<file path="src/rtl/tdm_scan_capture.sv">
// Scans the eight channels of an external 8:1 multiplexer, samples each one after a settle
// window, and publishes the complete frame atomically on the data output.
module tdm_scan_capture #(
  parameter int unsigned SETTLE = 1,
  parameter bit          DIR    = 1'b0
) (
  input  logic       clk,
  input  logic       rst,
  input  logic       start,
  input  logic       mux_out,
  output logic [2:0] sel,
  output logic       busy,
  output logic       done,
  output logic [7:0] data
);

  typedef enum logic {
    IDLE = 1'b0,
    SCAN = 1'b1
  } state_t;

  localparam logic [3:0] SETTLE_RELOAD = 4'(SETTLE);

  state_t     state_q, state_d;
  logic [2:0] chan_q, chan_d;
  logic [3:0] settle_q, settle_d;
  logic [7:0] shadow_q, shadow_d;
  logic [7:0] data_q, data_d;
  logic       done_q, done_d;
  logic [7:0] captured;

  // chan_q counts scanned channels; in descending order the select is its complement.
  assign sel  = DIR ? ~chan_q : chan_q;
  assign busy = (state_q == SCAN);
  assign done = done_q;
  assign data = data_q;

  // NOTE: every variable gets a default before the case so no path can infer a latch.
  always_comb begin
    state_d  = state_q;
    chan_d   = chan_q;
    settle_d = settle_q;
    shadow_d = shadow_q;
    data_d   = data_q;
    done_d   = 1'b0;

    captured      = shadow_q;
    captured[sel] = mux_out;

    case (state_q)
      IDLE: begin
        if (start) begin
          state_d  = SCAN;
          chan_d   = 3'd0;
          settle_d = SETTLE_RELOAD;
        end
      end
      SCAN: begin
        if (settle_q == 4'd0) begin
          shadow_d = captured;
          if (chan_q == 3'd7) begin
            // Last channel: the frame including this sample is published in one update.
            data_d   = captured;
            done_d   = 1'b1;
            state_d  = IDLE;
            chan_d   = 3'd0;
            settle_d = 4'd0;
          end else begin
            chan_d   = chan_q + 3'd1;
            settle_d = SETTLE_RELOAD;
          end
        end else begin
          settle_d = settle_q - 4'd1;
        end
      end
    endcase
  end

  // NOTE: sequential state uses non-blocking assignments so all flops update together.
  // NOTE: the shadow frame is reset as well, so an aborted scan never leaks partial data.
  always_ff @(posedge clk or posedge rst) begin
    if (rst) begin
      state_q  <= IDLE;
      chan_q   <= 3'd0;
      settle_q <= 4'd0;
      shadow_q <= 8'h00;
      data_q   <= 8'h00;
      done_q   <= 1'b0;
    end else begin
      state_q  <= state_d;
      chan_q   <= chan_d;
      settle_q <= settle_d;
      shadow_q <= shadow_d;
      data_q   <= data_d;
      done_q   <= done_d;
    end
  end

endmodule

</file>
<file path="config.mk">
export PLATFORM = sky130hd
export DESIGN_NAME = tdm_scan_capture
export DESIGN_NICKNAME = d
export VERILOG_FILES = /design/src/rtl/tdm_scan_capture.sv
export SDC_FILE = /design/constraint.sdc
export NUM_CORES = 1
export LEC_CHECK = 0
export CAP_MARGIN = 20
export CORE_ASPECT_RATIO = 1.5
export CORE_MARGIN = 5
export CORE_UTILIZATION = 55
export DETAILED_ROUTE_END_ITERATION = 16
export MAX_ROUTING_LAYER = met4
export PLACE_DENSITY = 0.77
export SETUP_SLACK_MARGIN = 0.2
export SLEW_MARGIN = 20
export SYNTH_ARGS = -nofsm -noshare
export SYNTH_HDL_FRONTEND = slang
export SYNTH_SLANG_ARGS = --single-unit
</file>
<file path="constraint.sdc">
create_clock -name clk -period 2.4 [get_ports clk]
set_input_delay 0.36 -clock clk [delete_from_list [all_inputs] [get_ports clk]]
set_output_delay 0.36 -clock clk [all_outputs]
set_load 0.05 [all_outputs]
</file>
## Word level (Yosys, flattened, before mapping)

Index checks and enable logic that the tools add are counted.

- Output and inout port bits: 13
- Bits of input ports: 4
- Register bits after elaboration: 25

- Muxes and demuxes: 18
- Reduce and logical (&&, ||, !) cells: 5
- Eq/ne operators: 3
- Add/sub/neg operators: 2
- $lt $le $gt $ge: 2
- Bitwise gates (word level): 1

Operators by type and width:

| kind | number |
|---|---|
| 3-bit two-way mux | 3 |
| 8-bit bitwise mux | 1 |
| 1-bit two-way mux | 8 |
| 4-bit two-way mux | 2 |
| 4-bit case mux with 2 select lines | 1 |
| 3-bit case mux with 2 select lines | 1 |
| 4-bit zero test | 1 |
| 3-bit by 4-bit less-than comparator with 1-bit output (second input constant) | 1 |
| 2-bit AND reduction | 2 |
| 4-bit by 1-bit subtractor with 4-bit output (second input constant) | 1 |
| 3-bit by 1-bit adder with 3-bit output (second input constant) | 1 |
| 1-bit demux with 3-bit select | 1 |
| 3-bit == test (second input constant) | 1 |
| 3-bit by 1-bit greater-or-equal comparator with 1-bit output (second input constant) | 1 |
| 3-bit AND reduction | 1 |
| 2-bit by 1-bit inequality test with 1-bit output (second input constant) | 1 |
| 2-bit inequality test (second input constant) | 1 |
| 1-bit case mux with 2 select lines | 1 |
| 1-bit logical AND | 1 |
| 1-bit inverter | 1 |

## Depth between registers and ports, before layout

Gate-level depths: netlist (run 1).

- Word-level depth: 5
- Depth in mapped cells: 7

## Worst setup path after synthesis (run 1)

No wires, ideal clock.

- Path type: flip-flop to flip-flop
- Start: register chan_q[1] (netlist: sel[1])
- End: register settle_q[0]
- Period minus slack after synthesis: 1.643 ns
- Slack: 0.757 ns
- Buffers on the path: 1
- Cell stages (with the launch flop): 6
- Arrival: 1.491 ns
- Cell sequence: dfrtp_1 -> ha_1 -> ha_1 -> clkbuf_1 -> nand2b_1 -> o221ai_1

- Longest elaborated chain between the ends: 4

RTL lines:

| what | RTL line | RTL |
|---|---|---|
| start, declared | 25 | `logic [2:0] chan_q, chan_d;` |
| start signal, assigned | 91 | `chan_q <= chan_d;` |
| 3-bit == test | 61 | `if (chan_q == 3'd7) begin` |
| 1-bit two-way mux | 61 |  |
| 4-bit two-way mux | 59 | `if (settle_q == 4'd0) begin` |
| 4-bit case mux with 2 select lines | 50 | `case (state_q)` |
| end signal, assigned | 92 | `settle_q <= settle_d;` |
| end, declared | 26 | `logic [3:0] settle_q, settle_d;` |

No other way between the ends.
A chain may end at the register's enable or synchronous reset.

## Worst setup path after layout (run 1)

- Start: register chan_q[1] (netlist: sel[1])
- End: output port sel[1]

RTL lines:

| what | RTL line | RTL |
|---|---|---|
| end, declared | 11 | `output logic [2:0] sel,` |

No word-level cell between the ends.

==> PnR_summary.wiki, run 1 <==
{| class="wikitable"
! Metric !! Value
|-
| Number of clock buffers inserted by TritonCTS || 3
|-
| Maximum cell stage delay along the critical path || 0.87 ns
|-
| Average footprint of a synthesized cell || 10.7 um^2
|-
| Total congestion overflow || 0
|-
| Buffers added on ports || 16
|-
| Synthesized area || 0.00125 mm^2
|-
| Post-CTS Setup Bufs || 0
|-
| Total I/O pin count || 17
|-
| Ranking of synthesized cells by area || sky130_fd_sc_hd__dfrtp_1, sky130_fd_sc_hd__a21oi_1, sky130_fd_sc_hd__mux2i_1
|-
| Commonest cells after routing, fill and taps aside || sky130_fd_sc_hd__dfrtp_1, sky130_fd_sc_hd__a21oi_1, sky130_fd_sc_hd__clkdlybuf4s50_1
|-
| Net count of the mapped netlist || 125
|-
| Die Ht || 68.3 um
|-
| Die Span X || 48.9 um
|-
| Maximum vdd drop || 0.000710 V
|-
| Count of placed standard cells including taps || 149
|-
| Worst clock skew || 0.00257 ns
|-
| Startpoint class of the critical path || flop
|-
| Number of detailed-routing iterations run before antenna repair || 6
|-
| DR WL/cell || 15.3 um
|-
| CTS clk-pin slew, worst paths || 0.13 ns
|-
| Leakage power of the design || 0.604 nW
|-
| Root Buffer Master || sky130_fd_sc_hd__clkbuf_4
|-
| Tightest Hold Check Type || primary input to asynchronous set/reset pin
|-
| Half-perimeter wire length of the detailed placement result || 1.68 mm
|-
| Layout area overhead || 13.9%
|-
| Layout Cells excl Fill || 153
|-
| Register bit count reported by yosys || 25
|-
| Clock insertion delay at the later pin of the skew report || 0.32 ns
|-
| CP top delay family || buffers and inverters
|-
| Total detailed-routing wirelength || 2.34 mm
|-
| Routability-driven placement congestion ratio || 0.687
|-
| Hold violation count in the final report || 0
|-
| Unrepaired setup endpoints after global routing || false
|-
| Number of antenna violations at the first check in global routing || 0
|-
| Endpoint type of the worst setup path || output pin
|-
| All-layer global routing usage || 16.6%
|-
| Yosys top cell area share || 50.2%
|-
| Total of warnings raised by yosys || 0
|-
| Post-route antenna net violation count || 0
|-
| Outcome || finished, final reports clean
|-
| Slew Limit Headroom || 66.4%
|-
| Remaining DRCs || 0
|-
| Gate Count Post-Synth || 117
|-
| Crit Path Max Fanout || 11
|-
| Slowest stage cell on the critical path || sky130_fd_sc_hd__clkdlybuf4s50_1
|-
| Count of antenna diodes in the layout || 0
|-
| Most frequent standard cell in the layout excluding fill and tap cells || sky130_fd_sc_hd__dfrtp_1
|-
| Starting density of the core || 56.5%
|-
| Number of max-cap violations || 0
|-
| Clock tree from TritonCTS || yes
|-
| Via density per instance || 5.50
|-
| Ratio of total power to cell area || 1320 mW/mm^2
|-
| Clock buffer depth || 2
|-
| Distinct cell type count of the synthesized netlist || 27
|-
| First-pass GRT wire length || 4.07 mm
|-
| Pin slew with the least headroom to its limit || 0.499 ns
|-
| Data required, critical path || 2.04 ns
|-
| Critical path data arrival time || 1.74 ns
|-
| Number of buffer and inverter stages on the critical path || 1
|-
| Achievable clock frequency || 0.476 GHz
|-
| Number of global-route vias before repair || 879
|-
| Routed via count || 842
|-
| Final core utilization || 64.3%
|-
| Net count of the finished layout || 139
|-
| Count of hold-fix buffers inserted at cts || 0
|-
| Fill cell instance count of the final layout || 192
|-
| Site Rows || 21
|-
| # H-tree levels || 1
|-
| Largest area contributor in the netlist || sky130_fd_sc_hd__dfrtp_1
|-
| Maximum number of pins on one net before global-route repair || 32
|-
| Sink Count || 25
|-
| Slack of the worst reg-to-reg path || 0.69 ns
|-
| Part of the Yosys area used for sequential elements || 50.2%
|-
| Series of cell instances along the critical path || clkdlybuf4s50_1
|-
| Layout cell share with drive strength beyond 1 || 15.4%
|-
| # setup viols final || 0
|-
| Final critical path time including I/O delays and setup || 2.10 ns
|-
| Portion of the clock cycle consumed by the worst path in the final layout || 87.5%
|-
| Number of design-rule violations left by the first detailed-router iteration || 6
|-
| Floorplan die area || 0.00334 mm^2
|-
| Max-slew violations || 0
|-
| Area of the core || 0.00221 mm^2
|-
| Path type of the worst setup path || flop to output pin
|-
| Total Negative Setup Slacks || 0 ns
|}
-- final timing paths --
check                            start     endpoint  cells past startpoint
setup / recovery                sel[1]       sel[1]                      1
hold / removal                     rst      data[3]                      3
setup reg to reg           settle_q[0]      data[3]                      5
hold reg to reg                data[1]      data[1]                      2
max in group asynchronous          rst  shadow_q[3]                      3
min in group clk               data[1]      data[1]                      2
-- routing by layer --
metal	share of wire (%)	track usage, %	vias up
li1	-	-	430
met1	41	18.1	401
met2	54	28.6	7
met3	2.0	2.83	4
met4	2.5	9.09	0
met5	0	-	-
-- registers in the layout (all words and copies together) (netlist names) --
| signal | flops |
|---|---|
| data | 8 |
| shadow_q | 8 |
| settle_q | 4 |
| sel | 3 |
| busy | 1 |
| done | 1 |
-- final cells by class --
| type | instances | area [um^2] | share of cell area [%] |
|---|---|---|---|
| flip-flops and latches | 25 | 626 | 44.1 |
| repair buffers | 18 | 180 | 12.7 |
| clock inverters | 1 | 5.00 | 0.353 |
| well taps | 23 | 28.8 | 2.03 |
| inverters | 4 | 15.0 | 1.06 |
| multi-input cells | 79 | 542 | 38.2 |
| clock buffers | 3 | 22.5 | 1.59 |
-- report_power, final --
group / internal, W / switching, W / total (W) / leakage [nW]
combinational: 0.000365 / 0.000592 / 0.000957 / 0.328
clock: 0.0000625 / 0.000125 / 0.000187 / 0.0177
sequential: 0.000577 / 0.000158 / 0.000735 / 0.258
-- synth_stat cells, drive strengths merged --
cell type	number
dfrtp	25
a21oi	24
nor2	11
mux2i	8
buf	7
nand2	6
o21ai	6
ha	4
inv	4
nand3b	4
nand2b	3
nor3b	3
clkbuf	2
nor3	2
and2	1
and4bb	1
nand3	1
nor2b	1
o221ai	1
o22ai	1
o31ai	1
xnor2	1
-- cells by family (layout without fill, tap and decap cells) --
logic type | count (synthesis) | after routing | synth area share, %
XOR/XNOR | 1 | 1 | 0.703
flip-flops | 25 | 25 | 50.2
buffers and inverters | 13 | 26 | 6.32
multiplexers | 8 | 8 | 6.43
AND/OR/NAND/NOR | 33 | 33 | 15.8
adder cells (fa/ha/maj) | 4 | 4 | 4.02
AO/OA/AOI/OAI | 33 | 33 | 16.6
-- per-stage QoR --
step	setup WS, ns	hold slack [ns]	area [um^2]	power (W)
final	0.300	0.365	1420	0.00188
after global routing	0.225	0.369	1420	0.00202
after CTS	0.249	0.372	1410	0.00190
after detailed placement	0.627	0.506	1390	0.00171
after global placement	0.659	0.501	1390	0.00166
after floorplan	0.757	0.387	1250	0.00148
-- timing repair --
item | 4_1_cts | 5_1_grt
gates resized for setup | 0 | 2
setup endpoints to repair | 0 | 2
endpoints found under the hold margin | 0 | 0
No activity file was read; power rests on OpenSTA's default activity.
==> run 2, diff against run 1 <==
- CORE_ASPECT_RATIO: 1.5 -> 0.75
==> PnR_summary.wiki, run 2 (synthesis gave the netlist of run 1 again) <==
{| class="wikitable"
! Metric !! Value
|-
| Number of max-cap violations || 0 (unchanged)
|-
| Data required, critical path || 2.04 ns (about the same)
|-
| Fill cell instance count of the final layout || 157 (was 192)
|-
| Portion of the clock cycle consumed by the worst path in the final layout || 87.8% (was 87.5%)
|-
| Total detailed-routing wirelength || 2.32 mm (was 2.34 mm)
|-
| Floorplan die area || 0.00333 mm^2 (was 0.00334 mm^2)
|-
| Die Span X || 65.0 um (was 48.9 um)
|-
| Clock buffer depth || 2 (unchanged)
|-
| Half-perimeter wire length of the detailed placement result || 1.63 mm (was 1.68 mm)
|-
| Crit Path Max Fanout || 11 (unchanged)
|-
| Total I/O pin count || 17 (unchanged)
|-
| Maximum number of pins on one net before global-route repair || 32 (unchanged)
|-
| Count of placed standard cells including taps || 149 (unchanged)
|-
| CP top delay family || buffers and inverters (unchanged)
|-
| Ratio of total power to cell area || 1330 mW/mm^2 (was 1320 mW/mm^2)
|-
| Final instance area || 0.00142 mm^2 (about the same)
|-
| Maximum vdd drop || 0.000812 V (was 0.000710 V)
|-
| Number of clock buffers inserted by TritonCTS || 3 (unchanged)
|-
| DR WL/cell || 15.1 um (was 15.3 um)
|-
| Final hold slack || 0.354 ns (was 0.365 ns)
|-
| Via density per instance || 5.51 (was 5.50)
|-
| Final worst setup slack || 0.294 ns (was 0.300 ns)
|-
| Pre-CTS worst setup slack || 0.629 ns (was 0.627 ns)
|-
| Path type of the worst setup path || flop to output pin (unchanged)
|-
| Slew Limit Headroom || 64.7% (was 66.4%)
|-
| # H-tree levels || 1 (unchanged)
|-
| Tightest Hold Check Type || primary input to asynchronous set/reset pin (unchanged)
|-
| Number of design-rule violations left by the first detailed-router iteration || 70 (was 6)
|-
| Root Buffer Master || sky130_fd_sc_hd__clkbuf_4 (unchanged)
|-
| Routability-driven placement congestion ratio || 0.857 (was 0.687)
|-
| Number of global-route vias before repair || 807 (was 879)
|-
| Clock insertion delay at the later pin of the skew report || 0.33 ns (was 0.32 ns)
|-
| Unrepaired setup endpoints after global routing || false (unchanged)
|-
| Clock tree from TritonCTS || yes (unchanged)
|-
| Layout area overhead || 13.6% (was 13.9%)
|-
| Number of antenna violations at the first check in global routing || 0 (unchanged)
|-
| Series of cell instances along the critical path || clkdlybuf4s50_1 (unchanged)
|-
| Number of detailed-routing iterations run before antenna repair || 4 (was 6)
|-
| Commonest cells after routing, fill and taps aside || sky130_fd_sc_hd__dfrtp_1, sky130_fd_sc_hd__a21oi_1, sky130_fd_sc_hd__clkdlybuf4s50_1 (unchanged)
|-
| Net count of the finished layout || 138 (was 139)
|-
| Number of buffer and inverter stages on the critical path || 1 (unchanged)
|-
| Final critical path time including I/O delays and setup || 2.11 ns (was 2.10 ns)
|-
| Outcome || finished, final reports clean (unchanged)
|-
| Count of antenna diodes in the layout || 0 (unchanged)
|-
| Routed via count || 843 (was 842)
|-
| Most frequent standard cell in the layout excluding fill and tap cells || sky130_fd_sc_hd__dfrtp_1 (unchanged)
|-
| Remaining DRCs || 0 (unchanged)
|-
| All-layer global routing usage || 16.6% (about the same)
|-
| Worst clock skew || 0.00596 ns (was 0.00257 ns)
|-
| Site Rows || 14 (was 21)
|-
| CTS clk-pin slew, worst paths || 0.14 ns (was 0.13 ns)
|-
| Slowest stage cell on the critical path || sky130_fd_sc_hd__clkdlybuf4s50_1 (unchanged)
|-
| Startpoint class of the critical path || flop (unchanged)
|-
| Total Negative Setup Slacks || 0 ns (unchanged)
|-
| First-pass GRT wire length || 3.99 mm (was 4.07 mm)
|-
| Cell area after placement || 0.00138 mm^2 (was 0.00139 mm^2)
|-
| Achievable clock frequency || 0.475 GHz (was 0.476 GHz)
|-
| Max-slew violations || 0 (unchanged)
|-
| Hold violation count in the final report || 0 (unchanged)
|-
| Layout cell share with drive strength beyond 1 || 14.7% (was 15.4%)
|-
| Pin slew with the least headroom to its limit || 0.525 ns (was 0.499 ns)
|-
| Endpoint type of the worst setup path || output pin (unchanged)
|-
| Sink Count || 25 (unchanged)
|-
| Post-route antenna net violation count || 0 (unchanged)
|-
| Die Ht || 51.2 um (was 68.3 um)
|-
| Leakage power of the design || 0.594 nW (was 0.604 nW)
|-
| Total congestion overflow || 0 (unchanged)
|-
| Buffers added on ports || 16 (unchanged)
|-
| Maximum cell stage delay along the critical path || 0.87 ns (about the same)
|-
| Critical path data arrival time || 1.75 ns (was 1.74 ns)
|-
| # setup viols final || 0 (unchanged)
|-
| Area of the core || 0.00208 mm^2 (was 0.00221 mm^2)
|-
| Starting density of the core || 59.8% (was 56.5%)
|-
| Layout Cells excl Fill || 153 (unchanged)
|}
[run 2: cell count changes in the layout (fill, tap and decap cells not counted), sizes merged]
cell | previous run | this run
buf | 2 | 1
clkinv | 1 | 0
clkinvlp | 0 | 1
[run 2: repair_timing]
action | in CTS | in global routing
gates resized for setup | 0 | 2
hold buffers | 0 | 0
endpoints found under the hold margin | 0 | 0
setup buffers | 0 | 0
setup endpoints to repair | 0 | 2
[run 2: worst paths after layout]
kind | slack [ns] | cells past startpoint | startpoint | to
worst min-delay path | 0.35 | 3 | rst | settle_q[2]
min in group clk | 0.53 | 2 | data[1] | data[1]
worst max-delay path | 0.29 | 1 | sel[1] | sel[1]
max in group asynchronous | 1.81 | 3 | rst | settle_q[0]
worst min register to register | 0.53 | 2 | data[1] | data[1]
worst max register to register | 0.65 | 4 | sel[0] | data[1]
[run 2: area by class of cell]
| class | count | area (um^2) | share of cell area, % |
|---|---|---|---|
| flip-flops and latches | 25 | 626 | 44.2 |
| clock inverters | 1 | 7.51 | 0.531 |
| multi-input cells | 79 | 542 | 38.3 |
| repair buffers | 17 | 173 | 12.2 |
| well taps | 24 | 30.0 | 2.12 |
| inverters | 4 | 15.0 | 1.06 |
| clock buffers | 3 | 22.5 | 1.59 |
[run 2: report_power, final]
part / total, W / switching (W) / leakage, nW / internal (W)
Clock: 0.000194 / 0.000130 / 0.0139 / 0.0000639
Sequential: 0.000730 / 0.000153 / 0.258 / 0.000577
Combinational: 0.000955 / 0.000592 / 0.323 / 0.000362
Total: 0.00188 / 0.000875 / 0.594 / 0.00100
[run 2: worst min-delay path, stage by stage]
cell and delay, ns:
sky130_fd_sc_hd__clkdlybuf4s50_1 0.39, sky130_fd_sc_hd__inv_1 0.05, sky130_fd_sc_hd__buf_4 0.30
[run 2: through the flow]
step	utilization (%)	total power, W
2_1_floorplan	-	0.00148
3_3_place_gp	66.2	0.00166
3_5_place_dp	66.2	0.00170
4_1_cts	67.6	0.00190
5_1_grt	67.9	0.00202
6_report	67.9	0.00188
[run 2: per-layer routing]
layer  vias up  GRT usage, %  wire length (um)
li1        424             -                 -
met1       393          23.6              1180
met2        21          22.8               966
met3         5          4.82               136
met4         0          5.26                36
met5         -             -                 0
==> run 3, diff against run 2 <==
- CTS_BUF_LIST: unset -> sky130_fd_sc_hd__clkbuf_4
==> results of run 3 <==
No change in the layout: final DEF, timing and power equal those of run 2.
